`src/rtl/hook_pkg.sv`:
```
// Shared types and constants for the GoldMiner hook controller.
// Holds the FSM state encoding, object weight codes, retract speed table,
// default geometry/border constants and the direction LUT magnitude helpers.
package hook_pkg;

  localparam int unsigned ANGLE_W   = 5;
  localparam int unsigned LEN_W     = 10;
  localparam int unsigned LEN_EXT_W = 11;
  localparam int unsigned ROPE_W    = 11;
  localparam int unsigned TIP_W     = 12;
  localparam int unsigned PROD_W    = 18;
  localparam int unsigned TICK_W    = 4;
  localparam int unsigned SPD_W     = 4;
  localparam int unsigned BLKX_W    = 11;
  localparam int unsigned BLKY_W    = 10;
  localparam int unsigned VALUE_W   = 10;

  localparam int unsigned ANGLE_MID = 8;
  localparam int unsigned ANGLE_MAX = 16;

  localparam int unsigned DEF_PIVOT_X   = 635;
  localparam int unsigned DEF_PIVOT_Y   = 167;
  localparam int unsigned DEF_L0        = 24;
  localparam int unsigned DEF_SWING_DIV = 2;
  localparam int unsigned DEF_SPEED_EXT = 4;
  localparam int unsigned DEF_X_MIN     = 10;
  localparam int unsigned DEF_X_MAX     = 1269;
  localparam int unsigned DEF_Y_MAX     = 789;
  localparam int unsigned DEF_LEN_MAX   = 1000;

  // Sprite is drawn with its left edge this far left of the tip.
  localparam int unsigned BLK_X_OFS = 10;

  typedef enum logic [2:0] {
    ST_SWING   = 3'd0,
    ST_EXTEND  = 3'd1,
    ST_RETRACT = 3'd2,
    ST_COLLECT = 3'd3,
    ST_HALT    = 3'd4
  } hook_state_e;

  localparam logic [1:0] WT_DIAMOND = 2'd0;
  localparam logic [1:0] WT_GOLD    = 2'd1;
  localparam logic [1:0] WT_STONE   = 2'd2;

  localparam logic [SPD_W-1:0] SPD_EMPTY   = 4'd8;
  localparam logic [SPD_W-1:0] SPD_DIAMOND = 4'd6;
  localparam logic [SPD_W-1:0] SPD_GOLD    = 4'd3;
  localparam logic [SPD_W-1:0] SPD_STONE   = 4'd1;

  // Retract speed in pixels per frame; the unused weight code pulls like stone.
  function automatic logic [SPD_W-1:0] retract_spd(input logic grab,
                                                    input logic [1:0] wt);
    if (!grab) begin
      retract_spd = SPD_EMPTY;
    end else begin
      case (wt)
        WT_DIAMOND: retract_spd = SPD_DIAMOND;
        WT_GOLD:    retract_spd = SPD_GOLD;
        default:    retract_spd = SPD_STONE;
      endcase
    end
  endfunction

  // |dx| in 1/16 pixel for |angle-8| = k (10 degree steps).
  function automatic logic [4:0] dx_mag(input logic [3:0] k);
    case (k)
      4'd0:    dx_mag = 5'd0;
      4'd1:    dx_mag = 5'd3;
      4'd2:    dx_mag = 5'd5;
      4'd3:    dx_mag = 5'd8;
      4'd4:    dx_mag = 5'd10;
      4'd5:    dx_mag = 5'd12;
      4'd6:    dx_mag = 5'd14;
      4'd7:    dx_mag = 5'd15;
      4'd8:    dx_mag = 5'd16;
      default: dx_mag = 5'd0;
    endcase
  endfunction

  // dy in 1/16 pixel for |angle-8| = k; always pointing down.
  function automatic logic [4:0] dy_mag(input logic [3:0] k);
    case (k)
      4'd0:    dy_mag = 5'd16;
      4'd1:    dy_mag = 5'd16;
      4'd2:    dy_mag = 5'd15;
      4'd3:    dy_mag = 5'd14;
      4'd4:    dy_mag = 5'd12;
      4'd5:    dy_mag = 5'd10;
      4'd6:    dy_mag = 5'd8;
      4'd7:    dy_mag = 5'd5;
      4'd8:    dy_mag = 5'd3;
      default: dy_mag = 5'd0;
    endcase
  endfunction

endpackage

```
`src/rtl/hook_dir_lut.sv`:
```
// Hook direction lookup: swing angle index -> signed unit vector (1/16 px).
// Ports: angle [4:0] in (0..16, 8 = straight down); dx, dy signed [5:0] out.
module hook_dir_lut
  import hook_pkg::*;
(
  input  logic [ANGLE_W-1:0] angle,
  output logic signed [5:0]  dx,
  output logic signed [5:0]  dy
);

  logic       left;
  logic [3:0] k;
  logic [4:0] dxm;

  // Fold the angle around vertical; the left half mirrors dx.
  always_comb begin
    left = (angle < ANGLE_W'(ANGLE_MID));
    k    = left ? 4'(ANGLE_W'(ANGLE_MID) - angle) : 4'(angle - ANGLE_W'(ANGLE_MID));
    dxm  = dx_mag(k);
    dx   = left ? -$signed({1'b0, dxm}) : $signed({1'b0, dxm});
    dy   = $signed({1'b0, dy_mag(k)});
  end

endmodule

```
`src/rtl/hook_ctrl.sv`:
```
// GoldMiner hook/rope sequencer: swing, fire, extend, retract, collect.
// Ports: clk, rst_n (sync, active-low); frame_tick, fire, hit, hit_weight,
// hit_value, done_game in; blkpos_x/blkpos_y (hook sprite position), state,
// grabbing, collect (one-cycle pulse), collect_value out. All outputs registered.
module hook_ctrl
  import hook_pkg::*;
#(
  parameter int unsigned PIVOT_X   = DEF_PIVOT_X,
  parameter int unsigned PIVOT_Y   = DEF_PIVOT_Y,
  parameter int unsigned L0        = DEF_L0,
  parameter int unsigned SWING_DIV = DEF_SWING_DIV,
  parameter int unsigned SPEED_EXT = DEF_SPEED_EXT,
  parameter int unsigned X_MIN     = DEF_X_MIN,
  parameter int unsigned X_MAX     = DEF_X_MAX,
  parameter int unsigned Y_MAX     = DEF_Y_MAX,
  parameter int unsigned LEN_MAX   = DEF_LEN_MAX
) (
  input  logic                clk,
  input  logic                rst_n,
  input  logic                frame_tick,
  input  logic                fire,
  input  logic                hit,
  input  logic [1:0]          hit_weight,
  input  logic [VALUE_W-1:0]  hit_value,
  input  logic                done_game,
  output logic [BLKX_W-1:0]   blkpos_x,
  output logic [BLKY_W-1:0]   blkpos_y,
  output logic [2:0]          state,
  output logic                grabbing,
  output logic                collect,
  output logic [VALUE_W-1:0]  collect_value
);

  hook_state_e          state_q, state_d;
  logic [ANGLE_W-1:0]   angle_q, angle_d;
  logic                 dir_up_q, dir_up_d;
  logic [LEN_W-1:0]     len_q, len_d;
  logic [TICK_W-1:0]    tick_cnt_q, tick_cnt_d;
  logic                 grabbing_q, grabbing_d;
  logic                 collect_q, collect_d;
  logic [VALUE_W-1:0]   collect_value_q, collect_value_d;
  logic [1:0]           weight_q, weight_d;
  logic [VALUE_W-1:0]   value_q, value_d;
  logic signed [TIP_W-1:0] tip_x_q, tip_x_d;
  logic signed [TIP_W-1:0] tip_y_q, tip_y_d;
  logic [BLKX_W-1:0]    blkpos_x_q, blkpos_x_d;
  logic [BLKY_W-1:0]    blkpos_y_q, blkpos_y_d;

  logic signed [5:0]    dx, dy;
  logic [ROPE_W-1:0]    rope;
  logic signed [PROD_W-1:0] sum_x, sum_y;
  logic                 border_c;
  logic [LEN_EXT_W-1:0] len_ext;
  logic [LEN_W-1:0]     len_ext_sat, len_ret;
  logic [SPD_W-1:0]     spd;
  logic [TICK_W-1:0]    tick_inc;
  logic [ANGLE_W-1:0]   angle_step;
  logic                 enter_collect;

  hook_dir_lut u_dir_lut (
    .angle (angle_q),
    .dx    (dx),
    .dy    (dy)
  );

  // Tip position from current angle/len; floor division by 16.
  always_comb begin
    rope       = ROPE_W'(L0) + ROPE_W'(len_q);
    sum_x      = $signed(PROD_W'(PIVOT_X * 16)) + PROD_W'(dx) * $signed({7'b0, rope});
    sum_y      = $signed(PROD_W'(PIVOT_Y * 16)) + PROD_W'(dy) * $signed({7'b0, rope});
    tip_x_d    = TIP_W'(sum_x >>> 4);
    tip_y_d    = TIP_W'(sum_y >>> 4);
    blkpos_x_d = BLKX_W'(tip_x_d - $signed(TIP_W'(BLK_X_OFS)));
    blkpos_y_d = BLKY_W'(tip_y_d);
  end

  // Border test uses the registered tip, i.e. what the renderer currently shows.
  always_comb begin
    border_c = (tip_x_q <= $signed(TIP_W'(X_MIN))) ||
               (tip_x_q >= $signed(TIP_W'(X_MAX))) ||
               (tip_y_q >= $signed(TIP_W'(Y_MAX)));
  end

  // Rope length arithmetic for extend (saturating) and retract (floor at 0).
  always_comb begin
    len_ext     = LEN_EXT_W'(len_q) + LEN_EXT_W'(SPEED_EXT);
    len_ext_sat = (len_ext > LEN_EXT_W'(LEN_MAX)) ? LEN_W'(LEN_MAX) : LEN_W'(len_ext);
    spd         = retract_spd(grabbing_q, weight_q);
    len_ret     = (len_q > LEN_W'(spd)) ? len_q - LEN_W'(spd) : '0;
    tick_inc    = tick_cnt_q + TICK_W'(1);
    angle_step  = dir_up_q ? angle_q + ANGLE_W'(1) : angle_q - ANGLE_W'(1);
  end

  // Next-state and registered-output logic.
  always_comb begin
    state_d         = state_q;
    angle_d         = angle_q;
    dir_up_d        = dir_up_q;
    len_d           = len_q;
    tick_cnt_d      = tick_cnt_q;
    grabbing_d      = grabbing_q;
    collect_d       = 1'b0;
    collect_value_d = collect_value_q;
    weight_d        = weight_q;
    value_d         = value_q;
    enter_collect   = 1'b0;

    if (done_game) begin
      state_d    = ST_HALT;
      len_d      = '0;
      angle_d    = ANGLE_W'(ANGLE_MID);
      grabbing_d = 1'b0;
    end else begin
      unique case (state_q)
        ST_SWING: begin
          if (fire) begin
            state_d = ST_EXTEND;
          end else if (frame_tick) begin
            if (tick_inc == TICK_W'(SWING_DIV)) begin
              tick_cnt_d = '0;
              angle_d    = angle_step;
              // Reverse at either end so the next step heads back.
              if (angle_step == ANGLE_W'(ANGLE_MAX)) begin
                dir_up_d = 1'b0;
              end else if (angle_step == '0) begin
                dir_up_d = 1'b1;
              end
            end else begin
              tick_cnt_d = tick_inc;
            end
          end
        end
        ST_EXTEND: begin
          // A grab wins over the border and freezes len for that cycle.
          if (hit) begin
            weight_d   = hit_weight;
            value_d    = hit_value;
            grabbing_d = 1'b1;
            state_d    = ST_RETRACT;
          end else if (frame_tick) begin
            if (border_c) begin
              state_d = ST_RETRACT;
            end else begin
              len_d = len_ext_sat;
            end
          end
        end
        ST_RETRACT: begin
          if (len_q == '0) begin
            enter_collect = 1'b1;
          end else if (frame_tick) begin
            len_d = len_ret;
            if (len_ret == '0) begin
              enter_collect = 1'b1;
            end
          end
        end
        ST_COLLECT: begin
          grabbing_d = 1'b0;
          tick_cnt_d = '0;
          state_d    = ST_SWING;
        end
        ST_HALT: begin
          state_d = ST_HALT;
        end
        default: begin
          state_d = ST_SWING;
        end
      endcase
    end

    // Pulse is raised on entry so it is high exactly while state is COLLECT.
    if (enter_collect) begin
      state_d   = ST_COLLECT;
      collect_d = grabbing_q;
      if (grabbing_q) begin
        collect_value_d = value_q;
      end
    end
  end

  always_ff @(posedge clk) begin
    if (!rst_n) begin
      state_q         <= ST_SWING;
      angle_q         <= ANGLE_W'(ANGLE_MID);
      dir_up_q        <= 1'b1;
      len_q           <= '0;
      tick_cnt_q      <= '0;
      grabbing_q      <= 1'b0;
      collect_q       <= 1'b0;
      collect_value_q <= '0;
      weight_q        <= '0;
      value_q         <= '0;
      tip_x_q         <= TIP_W'(PIVOT_X);
      tip_y_q         <= TIP_W'(PIVOT_Y + L0);
      blkpos_x_q      <= BLKX_W'(PIVOT_X - BLK_X_OFS);
      blkpos_y_q      <= BLKY_W'(PIVOT_Y + L0);
    end else begin
      state_q         <= state_d;
      angle_q         <= angle_d;
      dir_up_q        <= dir_up_d;
      len_q           <= len_d;
      tick_cnt_q      <= tick_cnt_d;
      grabbing_q      <= grabbing_d;
      collect_q       <= collect_d;
      collect_value_q <= collect_value_d;
      weight_q        <= weight_d;
      value_q         <= value_d;
      tip_x_q         <= tip_x_d;
      tip_y_q         <= tip_y_d;
      blkpos_x_q      <= blkpos_x_d;
      blkpos_y_q      <= blkpos_y_d;
    end
  end

  assign blkpos_x      = blkpos_x_q;
  assign blkpos_y      = blkpos_y_q;
  assign state         = state_q;
  assign grabbing      = grabbing_q;
  assign collect       = collect_q;
  assign collect_value = collect_value_q;

endmodule
```
`config.mk`:
```
export PLATFORM = sky130hd
export DESIGN_NAME = hook_ctrl
export DESIGN_NICKNAME = d
export VERILOG_FILES = /design/src/rtl/hook_pkg.sv /design/src/rtl/hook_dir_lut.sv /design/src/rtl/hook_ctrl.sv
export SDC_FILE = /design/constraint.sdc
export NUM_CORES = 1
export LEC_CHECK = 0
export BUFFER_PORTS_ARGS = -buffer_cell sky130_fd_sc_hd__buf_2
export CORE_MARGIN = 5
export CORE_UTILIZATION = 40
export CTS_CLUSTER_DIAMETER = 40
export DETAILED_ROUTE_END_ITERATION = 12
export HOLD_SLACK_MARGIN = 0.08
export MAX_ROUTING_LAYER = met4
export PLACE_DENSITY_LB_ADDON = 0.25
export REMOVE_ABC_BUFFERS = 1
export SYNTH_ARGS = -nofsm -noshare
export SYNTH_HDL_FRONTEND = slang
export SYNTH_SLANG_ARGS = --single-unit
```
`constraint.sdc`:
```
create_clock -name clk -period 9.2 [get_ports clk]
set_input_delay 0.92 -clock clk [delete_from_list [all_inputs] [get_ports clk]]
set_output_delay 0.92 -clock clk [all_outputs]
set_load 0.02 [all_outputs]
```
# [After elaboration in Yosys (flattened, before gate mapping)]
# Memory sizes are Yosys's and may differ from the RTL's.
# Cells that the tools add are included.
[totals] ff_bits=92 latch_bits=0 ramBits=0 rom_bits=160 input_bits=18 output_inout_bits=36 elab_cells=119 mem_count=2
[classes] addsub=12 multipliers=2 div=0 magnitude_cmp=6 n_eq_ne=23 shifts=0 n_mux=33 bitwise=3 n_reduce_logical=23
[memory_table] name="(no name shown)" words=16 width=5 rd=1 rd_ports_with_merged_regs=0 write_ports=0 line="hook_pkg.sv:67" text="case (k)"
[memory_table] name="(no name shown)" words=16 width=5 rd=1 rd_ports_with_merged_regs=0 write_ports=0 line="hook_pkg.sv:83" text="case (k)"
[ops] operator="$mux W10" count=7
[ops] operator="$logic_not A10 Y1" count=2
[ops] operator="$mux W4" count=5
[ops] operator="$pmux W10 S2" count=1
[ops] operator="$ne A2 B2 Y1 const B" count=9
[ops] operator="$add A12 B16 Y16 const A" count=1
[ops] operator="$add A15 B16 Y16 const A" count=1
[ops] operator="$mul A5 B11 Y16" count=1
[ops] operator="$mul A6 B12 Y16" count=1
[ops] operator="$reduce_and A4 Y1" count=4
[ops] operator="$mux W3" count=5
[ops] operator="$ge A12 B11 Y1 const B" count=1
[ops] operator="$ge A12 B12 Y1 const B" count=1
[ops] operator="$le A12 B5 Y1 const B" count=1
[ops] operator="$ne A4 B4 Y1 const B" count=3
[ops] operator="$pmux W3 S4" count=1
[ops] operator="$reduce_and A6 Y1" count=2
[ops] operator="$add A10 B3 Y11 const B" count=1
[ops] operator="$add A5 B10 Y11 const A" count=1
[ops] operator="$gt A11 B10 Y1 const B" count=1
[ops] operator="$sub A11 B5 Y11 const B" count=1
[ops] operator="$gt A10 B4 Y1" count=1
[ops] operator="$ne A5 B5 Y1 const B" count=2
[ops] operator="$sub A10 B4 Y10" count=1
[ops] operator="30 further kinds" count=48

# [Logic depth before layout (Yosys ltp)]
[depth] ltp_word=13 ltp_mapped=34 mapped_depth_nobuf=30

# [Hierarchy]
# From an unflattened synthesis, not the netlist that was laid out.
[unflattened] hier_cells=1047 area_unflattened_um2=8836.0
[modules_own_cells] module="hook_ctrl" instances=1 cells_per_inst=971 area_each_um2=8321.7 seq_area_each_um2=1621.6
[modules_own_cells] module="hook_dir_lut" instances=1 cells_per_inst=76 area_each_um2=514.2 seq_area_each_um2=0.0

# [Worst setup path before layout]
# OpenSTA, ideal clock, no wires.
[synth_path] path_kind="register to register" start="register angle_q[0]" end="register blkpos_x_q[10] (netlist: blkpos_x[10])" setup_ns=0.121 arrival_ns=7.594 required_ns=9.079 setup_slack_ns=1.485 stages_incl_launch_ff=33 path_buffers=4 period_less_slack_ns=7.715 cell_sequence="dfxtp_1 -> buf_6 -> inv_1 -> ha_1 -> nor3b_1 -> nor2_1 -> inv_1 -> ha_1 -> clkbuf_4 -> mux2i_1 -> or2_2 -> clkbuf_1 -> ha_1 -> nor2_1 -> xnor2_1 -> clkbuf_1 -> nor2_1 -> fa_1 -> inv_1 -> fa_1 -> inv_1 -> fa_1 -> fa_1 -> inv_1 -> fa_1 -> nor2b_1 -> o21ai_0 -> a21boi_0 -> o31a_1 -> a21oi_1 -> nor4b_1 -> nor3b_1 -> mux2_2"
[synth_between] elab_chain_cells=8 word_cells_on_any_way=10 cone_classes="5 x add/sub; 1 x mul; 1 x order compare; 2 x mux; 1 x memory"
[synth_lines] element="start, declared" line="hook_ctrl.sv:35" text="logic [ANGLE_W-1:0] angle_q, angle_d;"
[synth_lines] element="start signal, assigned" line="hook_ctrl.sv:185" text="angle_q <= ANGLE_W'(ANGLE_MID);"
[synth_lines] element="start signal, assigned" line="hook_ctrl.sv:200" text="angle_q <= angle_d;"
[synth_lines] element="$sub A4 B4 Y4 or $lt A5 B4 Y1 (tied branches)" line="hook_dir_lut.sv:18, hook_dir_lut.sv:17"
[synth_lines] element="$mux W4" line="hook_dir_lut.sv:18" text="k = left ? 4'(ANGLE_W'(ANGLE_MID) - angle) : 4'(angle - ANGLE_W'(ANGLE_MID));"
[synth_lines] element="$mem_v2 Z16 W5"
[synth_lines] element="$neg A5 Y6" line="hook_dir_lut.sv:20" text="dx = left ? -$signed({1'b0, dxm}) : $signed({1'b0, dxm});"
[synth_lines] element="$mux W6 *" line="hook_dir_lut.sv:20"
[synth_lines] element="$mul A6 B12 Y16 *" line="hook_ctrl.sv:69" text="sum_x = $signed(PROD_W'(PIVOT_X * 16)) + PROD_W'(dx) * $signed({7'b0, rope});"
[synth_lines] element="$add A15 B16 Y16 *" line="hook_ctrl.sv:69"
[synth_lines] element="$sub A11 B5 Y11 *" line="hook_ctrl.sv:73" text="blkpos_x_d = BLKX_W'(tip_x_d - $signed(TIP_W'(BLK_X_OFS)));"
[synth_lines] element="end signal, assigned" line="hook_ctrl.sv:196" text="blkpos_x_q <= BLKX_W'(PIVOT_X - BLK_X_OFS);"
[synth_lines] element="end signal, assigned" line="hook_ctrl.sv:211" text="blkpos_x_q <= blkpos_x_d;"
[synth_lines] element="end, declared" line="hook_ctrl.sv:46" text="logic [BLKX_W-1:0] blkpos_x_q, blkpos_x_d;"
# Mark *: on every way between the ends. The rest lies on a longest branch, timed or not.
# A chain may end at the register's enable or synchronous reset.

# [Worst setup path after layout]
# Ends and elaborated chain as after synthesis.

==> impl_metrics.toml <==
[run_status]
status = "complete, no violations"

[sta]
fmax_ghz = 0.117
whs_ns = 0.489
setup_viol = 0
setup-tns-final_ns = 0
fin_ws_ns = 0.652
worstMarginPinSlew_ns = 0.994
relSlewSlack_pct = 33.3
min_period_ns = 8.55
period_share_pct = 92.9
hold_viol = 0
drv_slew = 0
rsz0062_at_grt = "no"
skew_ns = 0.0138

[clocking]
cts_made_buffers = 9
clk_path_buf_depth = 2
clock_latency_ns = 0.36
clock_sinks = 81
ctsHtreeMaxLevel = 3
cts-root-buf = "clkbuf_16"
clk_pin_slew_ns = 0.07
cts_tree = "yes"

[power]
p_switching_mw = 0.199
combPwrFrac_pct = 4.8
finalPower_mw = 0.841
internal_power_mw = 0.641
ir_worst_vdd_mv = 0.0802
power.share.clock_pct = 52.5
p_seq_share_pct = 42.6
powerDensity_nw_per_um2 = 92.6
power_leakage_nw = 4.30
netSwitchingFraction_pct = 23.7

[critical_path]
reg2reg_from = "angle_q[0]"
worstPathMaxFanout = 12
critPathLaunchType = "flip-flop"
worst_ep_arrival_time_ns = 8.79
r2r_end = "blkpos_x[10]"
cp.required_ns = 9.44
reg2reg_depth = 27
rrSetupSlack_ns = 0.65
crit_type = "flip-flop to flip-flop"
cp-end-kind = "flip-flop"

[synth]
synth-seq-cells = 81
synth_edf_count = 0
yosysWarnings = 0
synth_area_leader_cell = "dfxtp_1"
ys.flop_type = "dfxtp_1"
synth_top_area_share_pct = 19.4
synthTopCellsByArea = "dfxtp_1 19%, fa_1 16%, ha_1 13%"
avgSynthCellArea_um2 = 8.38
yosysUniqueCellTypes = 75
synth_cells = 998
syn-cell-area_um2 = 8360
ys_async_sr_fraction_pct = 0
ys_seq_area_share_pct = 19.4

[min_path]
hold_path.class = "flip-flop to flip-flop"
whs_path_depth = 2
min_to = "tick_cnt_q[3]"
hold_start = "tick_cnt_q[3]"

[placement]
gp_congestion = 0.907
place_ws_ns = 0.467
dpl.hpwl_mm = 15.8
portBuffers = 53

[drt]
drtIter0Drc = 415
antenna_left = 0
viasPerCell = 5.18
wl_met1_mm = 9.77
drt_wl_total_mm = 20.1
wl_met2_mm = 9.24
highest_layer = "met4"
dr.pass1.iters = 5
drc = 0
wl_met3_um = 818
vias = 6692
wire_per_inst_um = 15.5

[global_route]
grt-ovfl-total = 0
track_usage_pct = 17.8
grt_pass1_vias = 6761
antenna_found_initial = 0
grt_max_degree = 40
grt_pass1_wl_mm = 34.0

[cells_and_area]
n_antenna_cell = 0
utilization_pct = 44.4
n_fill_cell = 2084
area_growth_pct = 8.58
fin_nets = 1188
drive_above_1_share_pct = 10.1
multiInputGateArea_um2 = 6040
layout.area.seq_um2 = 1620

[floorplan]
ioPinCount = 54
dieArea_um2 = 23900
num_rows = 52
core_area_um2 = 20400
fp.dieH_um = 155
die_w_um = 155
start_util_pct = 40.9

[job]
cap_violations = 0
## kinds of logic (layout without fill, tap and decap cells)
group / after synthesis / count (layout) / synth area share (%)
AND/OR/NAND/NOR: 362 / 362 / 20.3
buffers and inverters: 160 / 183 / 8.53
adder cells (fa/ha/maj): 154 / 154 / 29.2
XOR/XNOR: 48 / 48 / 5.19
AO/OA/AOI/OAI: 160 / 160 / 13.3
flip-flops: 81 / 81 / 19.4
multiplexers: 33 / 33 / 4.18
## worst max-delay path, stage by stage, from the launching register on
cell	delay, ns
dfxtp_1	0.61
inv_1	0.25
ha_1	0.33
nor3b_2	0.18
nor2_1	0.37
inv_1	0.12
ha_1	0.31
mux2i_1	0.18
or2_2	0.26
ha_1	0.20
nor2_1	0.07
xnor2_1	0.70
nor2_1	0.14
fa_1	0.54
inv_1	0.05
fa_1	0.47
inv_1	0.05
fa_1	0.50
fa_1	0.52
ha_1	0.31
a21o_1	0.16
a21oi_1	0.30
nor2_1	0.10
a211oi_1	0.48
nand2_1	0.14
nor4b_1	0.48
nor3b_1	0.28
mux2_2	0.35
## stage by stage
step,cell area (um^2),instances
after floorplan,8050,944
after global placement,8710,1275
after detailed placement,8710,1275
after CTS,9070,1291
after global routing,9080,1291
final,9080,1291
## cell usage after synthesis, types with 11 or more instances
master,count
nor2_1,127
inv_1,105
nand2_1,101
ha_1,86
dfxtp_1,81
fa_1,68
a21oi_1,39
o21ai_0,33
clkbuf_1,30
xnor2_1,30
mux2i_1,27
nand2b_1,21
nor3_1,18
xor2_1,17
nand3_1,16
a21o_1,14
or3_1,14
and2_1,13
nor2b_1,13
buf_4,12
a31oi_1,11
## power groups by stage
stage | Sequential, mW | Combinational, mW | Clock, mW
2_1_floorplan | 0.367 | 0.0231 | 0
3_3_place_gp | 0.366 | 0.0406 | 0
3_5_place_dp | 0.366 | 0.0408 | 0
4_1_cts | 0.358 | 0.0410 | 0.452
5_1_grt | 0.359 | 0.0456 | 0.469
6_report | 0.358 | 0.0405 | 0.442
## cells in the final DEF (no fill, tap or decap), drive strengths merged, types with 3 or more instances in the layout
master,netlist,final
dfxtp,81,81
nor2b,13,13
o21ai,34,34
a21oi,39,39
o31ai,6,6
or3,14,14
nor2,127,127
xor2,17,17
a211oi,7,7
clkbuf,31,9
nor4,5,5
inv,105,109
nor3,18,18
ha,86,86
nand2,101,101
and2,14,14
and3,4,4
fa,68,68
nand3,16,16
a21o,14,14
buf,22,61
mux2i,28,28
mux2,5,5
nor3b,7,7
or2,4,4
nand4,5,5
a22oi,3,3
o31a,3,3
xnor2,30,30
o21a,8,8
a2111oi,3,3
o21bai,3,3
o211ai,4,4
nor4b,3,3
or4,4,4
nand2b,21,21
a21boi,3,3
bufinv,0,3
a31oi,11,11
## flip-flops by register name, indices dropped and copies added (netlist names), 4 cells and up
signal and flops:
angle_q 5, tip_x_q 12, collect_value 10, tip_y_q 12
len_q 10, blkpos_x 10, value_q 10, tick_cnt_q 4
## cell type report
cell class / instances / area share (%)
clock inverters: 7 / 1.46
flip-flops and latches: 81 / 17.9
multi-input cells: 757 / 66.5
well taps: 270 / 3.72
inverters: 106 / 4.38
clock buffers: 9 / 2.48
repair buffers: 61 / 3.58
## how the worst max path moves through the flow
stage                from            to  slack [ns]  cells after the start
6_report       angle_q[0]  blkpos_x[10]        0.65                     27
5_1_grt        angle_q[0]  blkpos_x[10]        0.04                     26
4_1_cts        angle_q[0]  blkpos_x[10]        0.43                     26
3_5_place_dp   angle_q[0]  blkpos_x[10]        0.47                     26
3_3_place_gp   angle_q[0]  blkpos_x[10]        0.77                     26
2_1_floorplan  angle_q[0]  blkpos_x[10]        1.49                     26
## repair_timing
item | in CTS | in global routing
hold buffers | 0 | 0
setup endpoints to repair | 0 | 3
buffers inserted | 0 | 0
gates resized for setup | 0 | 2
## layer usage
metal,GRT usage [%],vias up
met5,-,-
met4,3.99,0
met3,2.68,17
met2,27.6,115
met1,24.7,3202
li1,-,3358
(Power assumes the default switching activity.)
